[src/rtl/max_priority_arbiter_pkg.sv]
// Shared types and constants for the max-priority round-robin arbiter.
// Holds the FSM encoding, requester indices and default sizing.
package max_priority_arbiter_pkg;

  localparam int PW_DEF      = 4;
  localparam int TIMEOUT_DEF = 16;
  localparam int TW_DEF      = 5;

  localparam logic [1:0] IDX_A = 2'd0;
  localparam logic [1:0] IDX_B = 2'd1;
  localparam logic [1:0] IDX_C = 2'd2;
  localparam logic [1:0] IDX_D = 2'd3;

  typedef enum logic [1:0] {
    ST_IDLE    = 2'd0,
    ST_GRANT   = 2'd1,
    ST_RELEASE = 2'd2
  } state_t;

  function automatic logic [3:0] onehot4(input logic [1:0] idx);
    return 4'b0001 << idx;
  endfunction

endpackage

[src/rtl/max_priority_arbiter_if.sv]
// Request/grant bundle between the four requesters and the arbiter.
// The arbiter uses the slave view; the requester side uses master.
interface max_priority_arbiter_if
  import max_priority_arbiter_pkg::*;
#(
  parameter int PW = PW_DEF
);

  logic [3:0]    req;
  logic [PW-1:0] pri_a;
  logic [PW-1:0] pri_b;
  logic [PW-1:0] pri_c;
  logic [PW-1:0] pri_d;
  logic          done;
  logic [3:0]    gnt;
  logic [1:0]    gnt_id;
  logic          busy;
  logic          timeout;

  modport slave (
    input  req,
    input  pri_a,
    input  pri_b,
    input  pri_c,
    input  pri_d,
    input  done,
    output gnt,
    output gnt_id,
    output busy,
    output timeout
  );

  modport master (
    output req,
    output pri_a,
    output pri_b,
    output pri_c,
    output pri_d,
    output done,
    input  gnt,
    input  gnt_id,
    input  busy,
    input  timeout
  );

endinterface

[src/rtl/max_priority_arbiter_rr_max_select.sv]
// Combinational winner select: highest priority among active requesters,
// ties resolved by scanning upward from the slot after i_rr_ptr.
module rr_max_select
  import max_priority_arbiter_pkg::*;
#(
  parameter int PW = PW_DEF
) (
  input  logic [3:0]    i_req,
  input  logic [PW-1:0] i_pri_a,
  input  logic [PW-1:0] i_pri_b,
  input  logic [PW-1:0] i_pri_c,
  input  logic [PW-1:0] i_pri_d,
  input  logic [1:0]    i_rr_ptr,
  output logic [1:0]    o_winner,
  output logic          o_valid
);

  logic [PW-1:0] w_pri [4];
  logic [PW-1:0] w_max;
  logic [1:0]    w_idx;
  logic          w_found;

  always_comb begin
    w_pri[IDX_A] = i_pri_a;
    w_pri[IDX_B] = i_pri_b;
    w_pri[IDX_C] = i_pri_c;
    w_pri[IDX_D] = i_pri_d;
  end

  // Inactive requesters never contribute to the maximum.
  always_comb begin
    w_max = '0;
    for (int i = 0; i < 4; i++) begin
      if (i_req[i] && (w_pri[i] > w_max)) begin
        w_max = w_pri[i];
      end
    end
  end

  always_comb begin
    o_valid  = |i_req;
    o_winner = i_rr_ptr;
    w_found  = 1'b0;
    w_idx    = i_rr_ptr;
    for (int k = 1; k <= 4; k++) begin
      w_idx = i_rr_ptr + 2'(k);
      if (!w_found && i_req[w_idx] && (w_pri[w_idx] == w_max)) begin
        o_winner = w_idx;
        w_found  = 1'b1;
      end
    end
  end

endmodule

[src/rtl/max_priority_arbiter.sv]
// Four-way arbiter granting the highest-priority requester with round-robin
// tie break, grant hold until done / request drop / hold timeout.
module max_priority_arbiter
  import max_priority_arbiter_pkg::*;
#(
  parameter int PW      = PW_DEF,
  parameter int TIMEOUT = TIMEOUT_DEF,
  parameter int TW      = TW_DEF
) (
  input logic                    clk,
  input logic                    rst,
  max_priority_arbiter_if.slave  bus
);

  state_t        r_state;
  state_t        w_state_nxt;
  logic [3:0]    r_gnt;
  logic [3:0]    w_gnt_nxt;
  logic [1:0]    r_gnt_id;
  logic [1:0]    w_gnt_id_nxt;
  logic          r_busy;
  logic          w_busy_nxt;
  logic          r_timeout;
  logic          w_timeout_nxt;
  logic [TW-1:0] r_cnt;
  logic [TW-1:0] w_cnt_nxt;
  logic [1:0]    r_rr_ptr;
  logic [1:0]    w_rr_ptr_nxt;

  logic [1:0]    w_winner;
  logic          w_valid;
  logic          w_owner_req;
  logic          w_hit;
  logic          w_release;

  rr_max_select #(
    .PW (PW)
  ) u_sel (
    .i_req    (bus.req),
    .i_pri_a  (bus.pri_a),
    .i_pri_b  (bus.pri_b),
    .i_pri_c  (bus.pri_c),
    .i_pri_d  (bus.pri_d),
    .i_rr_ptr (r_rr_ptr),
    .o_winner (w_winner),
    .o_valid  (w_valid)
  );

  assign w_owner_req = bus.req[r_gnt_id];
  assign w_hit       = (r_cnt == TW'(TIMEOUT));
  assign w_release   = bus.done | ~w_owner_req | w_hit;

  always_ff @(posedge clk) begin
    if (rst) begin
      r_state <= ST_IDLE;
    end else begin
      r_state <= w_state_nxt;
    end
  end

  always_comb begin
    w_state_nxt   = r_state;
    w_gnt_nxt     = r_gnt;
    w_gnt_id_nxt  = r_gnt_id;
    w_busy_nxt    = r_busy;
    w_timeout_nxt = 1'b0;
    w_cnt_nxt     = r_cnt;
    w_rr_ptr_nxt  = r_rr_ptr;
    case (r_state)
      ST_IDLE: begin
        if (w_valid) begin
          w_state_nxt  = ST_GRANT;
          w_gnt_nxt    = onehot4(w_winner);
          w_gnt_id_nxt = w_winner;
          w_busy_nxt   = 1'b1;
          w_cnt_nxt    = TW'(1);
        end else begin
          w_gnt_nxt    = '0;
          w_gnt_id_nxt = IDX_A;
          w_busy_nxt   = 1'b0;
          w_cnt_nxt    = '0;
        end
      end
      ST_GRANT: begin
        if (w_release) begin
          // A forced release is flagged only when nothing else ended the hold.
          w_state_nxt   = ST_RELEASE;
          w_gnt_nxt     = '0;
          w_gnt_id_nxt  = IDX_A;
          w_busy_nxt    = 1'b0;
          w_cnt_nxt     = '0;
          w_rr_ptr_nxt  = r_gnt_id;
          w_timeout_nxt = w_hit & ~bus.done & w_owner_req;
        end else begin
          w_cnt_nxt = r_cnt + TW'(1);
        end
      end
      ST_RELEASE: begin
        w_state_nxt = ST_IDLE;
        w_gnt_nxt   = '0;
        w_busy_nxt  = 1'b0;
      end
      default: begin
        w_state_nxt  = ST_IDLE;
        w_gnt_nxt    = '0;
        w_gnt_id_nxt = IDX_A;
        w_busy_nxt   = 1'b0;
        w_cnt_nxt    = '0;
      end
    endcase
  end

  always_ff @(posedge clk) begin
    if (rst) begin
      r_gnt     <= '0;
      r_gnt_id  <= IDX_A;
      r_busy    <= 1'b0;
      r_timeout <= 1'b0;
      r_cnt     <= '0;
      r_rr_ptr  <= IDX_D;
    end else begin
      r_gnt     <= w_gnt_nxt;
      r_gnt_id  <= w_gnt_id_nxt;
      r_busy    <= w_busy_nxt;
      r_timeout <= w_timeout_nxt;
      r_cnt     <= w_cnt_nxt;
      r_rr_ptr  <= w_rr_ptr_nxt;
    end
  end

  assign bus.gnt     = r_gnt;
  assign bus.gnt_id  = r_gnt_id;
  assign bus.busy    = r_busy;
  assign bus.timeout = r_timeout;

  a_gnt_onehot0: assert property (@(posedge clk) disable iff (rst)
    $onehot0(bus.gnt));
  a_gnt_id_match: assert property (@(posedge clk) disable iff (rst)
    (bus.gnt == 4'b0000) || (bus.gnt == onehot4(bus.gnt_id)));
  a_busy_match: assert property (@(posedge clk) disable iff (rst)
    bus.busy == (bus.gnt != 4'b0000));

endmodule

[src/flat_wrapper.sv]
// flat-port wrapper written by rule: the top's interface ports become plain ports
module max_priority_arbiter_flat import max_priority_arbiter_pkg::*;
#(
  parameter int PW      = PW_DEF,
  parameter int TIMEOUT = TIMEOUT_DEF,
  parameter int TW      = TW_DEF
)
  (clk, rst, bus_req, bus_pri_a, bus_pri_b, bus_pri_c, bus_pri_d, bus_done, bus_gnt, bus_gnt_id, bus_busy, bus_timeout);
  max_priority_arbiter_if #(.PW(PW)) bus_i ();
  input logic clk;
  input logic rst;
  input wire logic [$bits(bus_i.req)-1:0] bus_req;
  input wire logic [$bits(bus_i.pri_a)-1:0] bus_pri_a;
  input wire logic [$bits(bus_i.pri_b)-1:0] bus_pri_b;
  input wire logic [$bits(bus_i.pri_c)-1:0] bus_pri_c;
  input wire logic [$bits(bus_i.pri_d)-1:0] bus_pri_d;
  input wire logic [$bits(bus_i.done)-1:0] bus_done;
  output wire logic [$bits(bus_i.gnt)-1:0] bus_gnt;
  output wire logic [$bits(bus_i.gnt_id)-1:0] bus_gnt_id;
  output wire logic [$bits(bus_i.busy)-1:0] bus_busy;
  output wire logic [$bits(bus_i.timeout)-1:0] bus_timeout;
  assign bus_i.req = bus_req;
  assign bus_i.pri_a = bus_pri_a;
  assign bus_i.pri_b = bus_pri_b;
  assign bus_i.pri_c = bus_pri_c;
  assign bus_i.pri_d = bus_pri_d;
  assign bus_i.done = bus_done;
  assign bus_gnt = bus_i.gnt;
  assign bus_gnt_id = bus_i.gnt_id;
  assign bus_busy = bus_i.busy;
  assign bus_timeout = bus_i.timeout;
  max_priority_arbiter #(.PW(PW), .TIMEOUT(TIMEOUT), .TW(TW)) u_core (.clk(clk), .rst(rst), .bus(bus_i));
endmodule
[config.mk]
export PLATFORM = sky130hd
export DESIGN_NAME = max_priority_arbiter_flat
export DESIGN_NICKNAME = d
export VERILOG_FILES = /design/src/rtl/max_priority_arbiter_pkg.sv /design/src/rtl/max_priority_arbiter_if.sv /design/src/rtl/max_priority_arbiter_rr_max_select.sv /design/src/rtl/max_priority_arbiter.sv /design/src/flat_wrapper.sv
export SDC_FILE = /design/constraint.sdc
export NUM_CORES = 1
export LEC_CHECK = 0
export CAP_MARGIN = 20
export CORE_MARGIN = 5
export CORE_UTILIZATION = 59
export CTS_CLUSTER_DIAMETER = 100
export DETAILED_ROUTE_END_ITERATION = 8
export PLACE_DENSITY = 0.93
export SYNTH_ARGS = -nofsm -noshare
export SYNTH_HDL_FRONTEND = slang
export SYNTH_HIERARCHICAL = 1
export SYNTH_SLANG_ARGS = --single-unit
[constraint.sdc]
create_clock -name clk -period 10.2 [get_ports clk]
set_input_delay 1.53 -clock clk [delete_from_list [all_inputs] [get_ports clk]]
set_output_delay 1.53 -clock clk [all_outputs]
set_load 0.005 [all_outputs]
==> results by stage <==
Status:
- The run finished with clean final reports.

Floorplan:
- The floorplan step defined a die boundary enclosing 4750 um^2.
- The floorplan step defined a core boundary enclosing 3337 um^2.
- The total number of placement rows is 21.
- The number of top-level pins is 31.
- The die span in y is 68.92 um.
- The starting density of the core is 61.38%.
- In this run the horizontal extent of the chip is 68.92 um.

Pwr:
- In this run switching power makes up 42.54% of total power.
- For this design the ratio of total power to cell area is 137.8 nW/um^2.
- The share of total power in the clock network is 11.2%.
- The internal portion of the total power is 186.7 uW.
- The switching power is 138.2 uW.
- Of the total power, combinational logic draws 58.6%.
- In this run, flip-flops and latches consume 30.2% of the power.
- The worst-case IR drop observed on VDD is 0.00005468 V.
- For this design the static power due to leakage is 0.0009282 uW.

Critical path:
- The depth of the worst register-to-register path is 8.
- The maximum fanout along the worst path is 10.
- The worst setup path is captured at a flop.
- Walking the worst path, the cells encountered are clkdlybuf4s50_1 -> nand2_1 -> ha_1 -> a21oi_1 -> a21oi_1 -> mux2i_1 -> inv_1 -> ha_1 -> a21oi_1 -> a21oi_2 -> o31ai_1 -> ha_1 -> nor2b_1 -> o211ai_1 -> a21o_1 -> o311ai_1 -> a211o_1 -> a22oi_1 -> or4b_1 -> a31oi_1 -> xor2_1 -> a21oi_1 -> a311oi_1.
- For this design, the slowest cell found on the critical path is sky130_fd_sc_hd__clkdlybuf4s50_1.
- The worst register-to-register path begins at u_core/r_rr_ptr[0].
- In this run the register-to-register setup slack is 6.44 ns.
- The dominant cell type by count on the critical path is sky130_fd_sc_hd__a21oi_1.
- The critical path starts at bus_req[0].
- The terminus of the critical flop-to-flop path is u_core/bus.gnt_id[1].
- The data arrival time of the worst path is 7.78 ns.
- The type of origin of the critical path is an input port.
- The critical path is of the input port to flop type.
- The longest individual stage delay on the worst path is 0.66 ns.
- Data on the critical path is required at its endpoint by 10.38 ns.

Cells and area:
- In the final layout, the share of cells above drive strength 1 is 12.21%.
- In the final layout, the multi-input gates occupy 1605 um^2.
- Summing all flip-flop and latch instances after layout gives 340.3 um^2.
- From synthesis to final layout, the design area changed by 15.09%.
- The cell area after layout is 2357 um^2.
- The post-layout utilization of the core is 70.64%.
- Counting the fill cells in the layout gives 268.
- 0 antenna diodes ended up in the layout.
- In the final design database the tool counted 300 nets.

Synthesis:
- The area of the mapped netlist is 2048 um^2.
- After technology mapping, the gate count stands at 237.
- Counting every net in the synthesized netlist gives 274.
- The number of different library cells used by synthesis comes to 62.
- Yosys mapped a number of flops with a built-in enable equal to 0.
- Of the synthesized area, sequential elements account for 16.62%.
- The cell accounting for the most synthesized area is sky130_fd_sc_hd__dfxtp_1.
- The area share of the largest cell type after synthesis is 16.62%.
- The most used flip-flop cell after synthesis is sky130_fd_sc_hd__dfxtp_1.
- Counting flops with an async set or reset pin after synthesis yields a share of 0%.
- The mean instance size in the synthesized netlist is 8.642 um^2.
- The total number of yosys warnings is 6.
- After synthesis the netlist holds a flip-flop and latch count of 17.
- Sorting the synthesized cells by area gives the leading types as sky130_fd_sc_hd__dfxtp_1 17%, sky130_fd_sc_hd__ha_1 8.6%, sky130_fd_sc_hd__mux2i_1 7.8%.

Detailed routing:
- The number of remaining DRC errors is 0.
- The detailed-routing iteration count for the pre-antenna-repair pass is 5.
- Dividing the detail-routed via count by the number of cells gives 6.295.
- The count of nets left with antenna violations once routing finished came out at 0.
- The detailed-route wire length is 4901 um.
- The detailed router placed 1939 vias in this run.
- The post-detailed-route wirelength per cell is 15.91 um.
- The starting DRC count in detailed routing is 177.

Global routing:
- The number of global-route vias before repair came to 1856.
- The wire length of the first global-routing pass is 7962 um.
- The number of antenna violations at the first check in global routing is 0.
- After global routing the overflow that remains totals 0.
- The aggregate global-route resource usage is 22.02%.
- The pin count of the biggest net entering global routing is 25.

Clocking:
- In this run, post-CTS repair resized a total of 0 instances.
- The total number of clock tree sinks is 17.
- The hold-fix buffer count after cts is 0.
- The post-CTS setup buffer count is 0.
- The clock network latency to the later pin of the worst-skew pair is 0.30 ns.
- The tree is rooted in a sky130_fd_sc_hd__clkbuf_4.
- TritonCTS created 3 clock buffers.
- Clock-pin slew was measured on the worst setup and hold paths at 0.09 ns.
- The TritonCTS clock tree is yes.
- The maximum clock path buffer count is 2.
- The total number of H-tree levels is 1.

STA:
- Measured against its own limit, the worst slew margin works out to 34.50%.
- The final critical path time including I/O delays and setup is 7.600 ns.
- The number of hold violations in the final report is 0.
- The final max-slew violation count is 0.
- Setup repair after global routing left no endpoint under its margin.
- The worst path uses 74.51% of the clock period.
- For this run, the top clock speed supported by timing is 131.6 MHz.
- The slew at the pin closest to its max-slew limit is 0.9812 ns.
- The minimum hold slack is 0.4689 ns.
- For the final database, setup skew stands at 0.01309 ns.
- In the final timing run, aggregate negative setup slack is 0 ns.
- Setup violations remaining at the end of the flow were counted as 0.

Placed design:
- Routability-driven placement finished with a final weighted congestion of 0.9309.
- The final HPWL from detailed placement is 3953 um.
- The post-placement cell area is 2330 um^2.
- The count of input and output buffers is 30.

Hold path:
- The startpoint identified for the worst hold timing path is u_core/bus.gnt[0].
- The path with the worst hold slack has its endpoint at u_core/bus.gnt[0].
- The number of instances on the worst hold path is 2.
- In this run the worst hold path is classified as flop to flop.

Flow run:
- The max-cap check violation count is 0.
power groups by stage:
stage	Combinational, uW	Clock [uW]	Sequential [uW]
after detailed placement	187	0	100
after floorplan	155	0	87.3
after CTS	188	37.1	98.4
after global placement	183	0	99.5
after global routing	209	40.3	101
final	190	36.2	98.2
registers in the layout, summed over array words and instances (netlist names):
signal / count
u_core/bus.busy: 1
u_core/r_state: 2
u_core/r_rr_ptr: 2
u_core/bus.gnt_id: 2
u_core/bus.gnt: 4
u_core/bus.timeout: 1
u_core/r_cnt: 5
critical path, delay by kind of cell:
kind / cells / cell delay [ns]
xor+xnor: 1 / 0.34
compound gates: 13 / 3.23
simple gates: 3 / 0.70
buf+inv: 2 / 0.74
fa+ha+maj: 3 / 0.84
mux: 1 / 0.37
cell usage in the layout, fill, tap and decap left out, types with 4 or more instances in the layout:
| master | netlist | final |
|---|---|---|
| sky130_fd_sc_hd__clkdlybuf4s50_1 | 0 | 30 |
| sky130_fd_sc_hd__or2_1 | 4 | 4 |
| sky130_fd_sc_hd__nand3_1 | 10 | 10 |
| sky130_fd_sc_hd__or3_1 | 5 | 5 |
| sky130_fd_sc_hd__mux4_2 | 4 | 4 |
| sky130_fd_sc_hd__nand4_1 | 6 | 6 |
| sky130_fd_sc_hd__nand2_1 | 21 | 21 |
| sky130_fd_sc_hd__mux2i_1 | 16 | 16 |
| sky130_fd_sc_hd__a31oi_1 | 4 | 4 |
| sky130_fd_sc_hd__ha_1 | 14 | 14 |
| sky130_fd_sc_hd__dfxtp_1 | 17 | 17 |
| sky130_fd_sc_hd__nor2_1 | 21 | 21 |
| sky130_fd_sc_hd__xor2_1 | 6 | 6 |
| sky130_fd_sc_hd__nor2b_1 | 4 | 4 |
| sky130_fd_sc_hd__a211o_1 | 4 | 4 |
| sky130_fd_sc_hd__a21oi_1 | 18 | 18 |
| sky130_fd_sc_hd__inv_1 | 7 | 7 |
| sky130_fd_sc_hd__o21ai_0 | 7 | 7 |
stage by stage:
stage          cells  power (uW)  worst slack (ns)
2_1_floorplan    237       242.7             3.764
3_3_place_gp     304       282.3             2.721
3_5_place_dp     304       287.2             2.511
4_1_cts          308       323.9             2.778
5_1_grt          308       350.0             2.205
6_report         308       324.9             2.600
routing by layer:
layer  global-route usage (%)  routed length, um  vias up  part of all wire, %
met3                    3.566                211       14                  4.3
li1                         -                  -      958                    -
met2                    39.05               2473       51                   50
met1                    24.75               2072      916                   42
met5                        0                  0        -                    0
met4                    12.41                143        0                  2.9
worst max-delay path by stage:
stage | to | slack (ns) | depth (start not counted)
floorplan | u_core/bus.gnt[2] | 3.76 | 24
global placement | u_core/bus.gnt[1] | 2.72 | 25
detailed placement | u_core/bus.gnt[2] | 2.51 | 24
CTS | u_core/bus.gnt_id[1] | 2.78 | 23
global route | u_core/bus.gnt[2] | 2.21 | 24
finish | u_core/bus.gnt_id[1] | 2.60 | 23
cells by family after synthesis:
kind of cell,synth area share [%]
and+or+nand+nor,25.47
adders and majority gates,8.552
buffers and inverters,5.009
AOI/OAI and AO/OA,22.97
xor gates and xnor gates,3.849
DFF,16.62
muxes,17.53
cells in the mapped netlist, drive strengths merged, types with 2 or more instances:
| master | n |
|---|---|
| nand2 | 22 |
| nor2 | 21 |
| a21oi | 19 |
| dfxtp | 17 |
| mux2i | 16 |
| ha | 14 |
| nand3 | 12 |
| a31oi | 7 |
| buf | 7 |
| inv | 7 |
| mux4 | 7 |
| o21ai | 7 |
| nand4 | 6 |
| xor2 | 6 |
| nor2b | 5 |
| or2 | 5 |
| or3 | 5 |
| a211o | 4 |
| a211oi | 3 |
| a21o | 3 |
| and2 | 3 |
| mux2 | 3 |
| nand2b | 3 |
| nand4b | 3 |
| o211ai | 3 |
| xnor2 | 3 |
| a311oi | 2 |
| a32o | 2 |
| nor3b | 2 |
| o311a | 2 |
cell type report:
| type | count | area share, % |
|---|---|---|
| Clock buffer | 3 | 0.9554 |
| Clock inverter | 1 | 0.2123 |
| Inverter | 7 | 1.115 |
| Multi-Input combinational cell | 204 | 68.10 |
| Sequential cell | 17 | 14.44 |
| Tap cell | 46 | 2.442 |
| Timing Repair Buffer | 30 | 12.74 |
No activity file was read; power rests on OpenSTA's default activity.
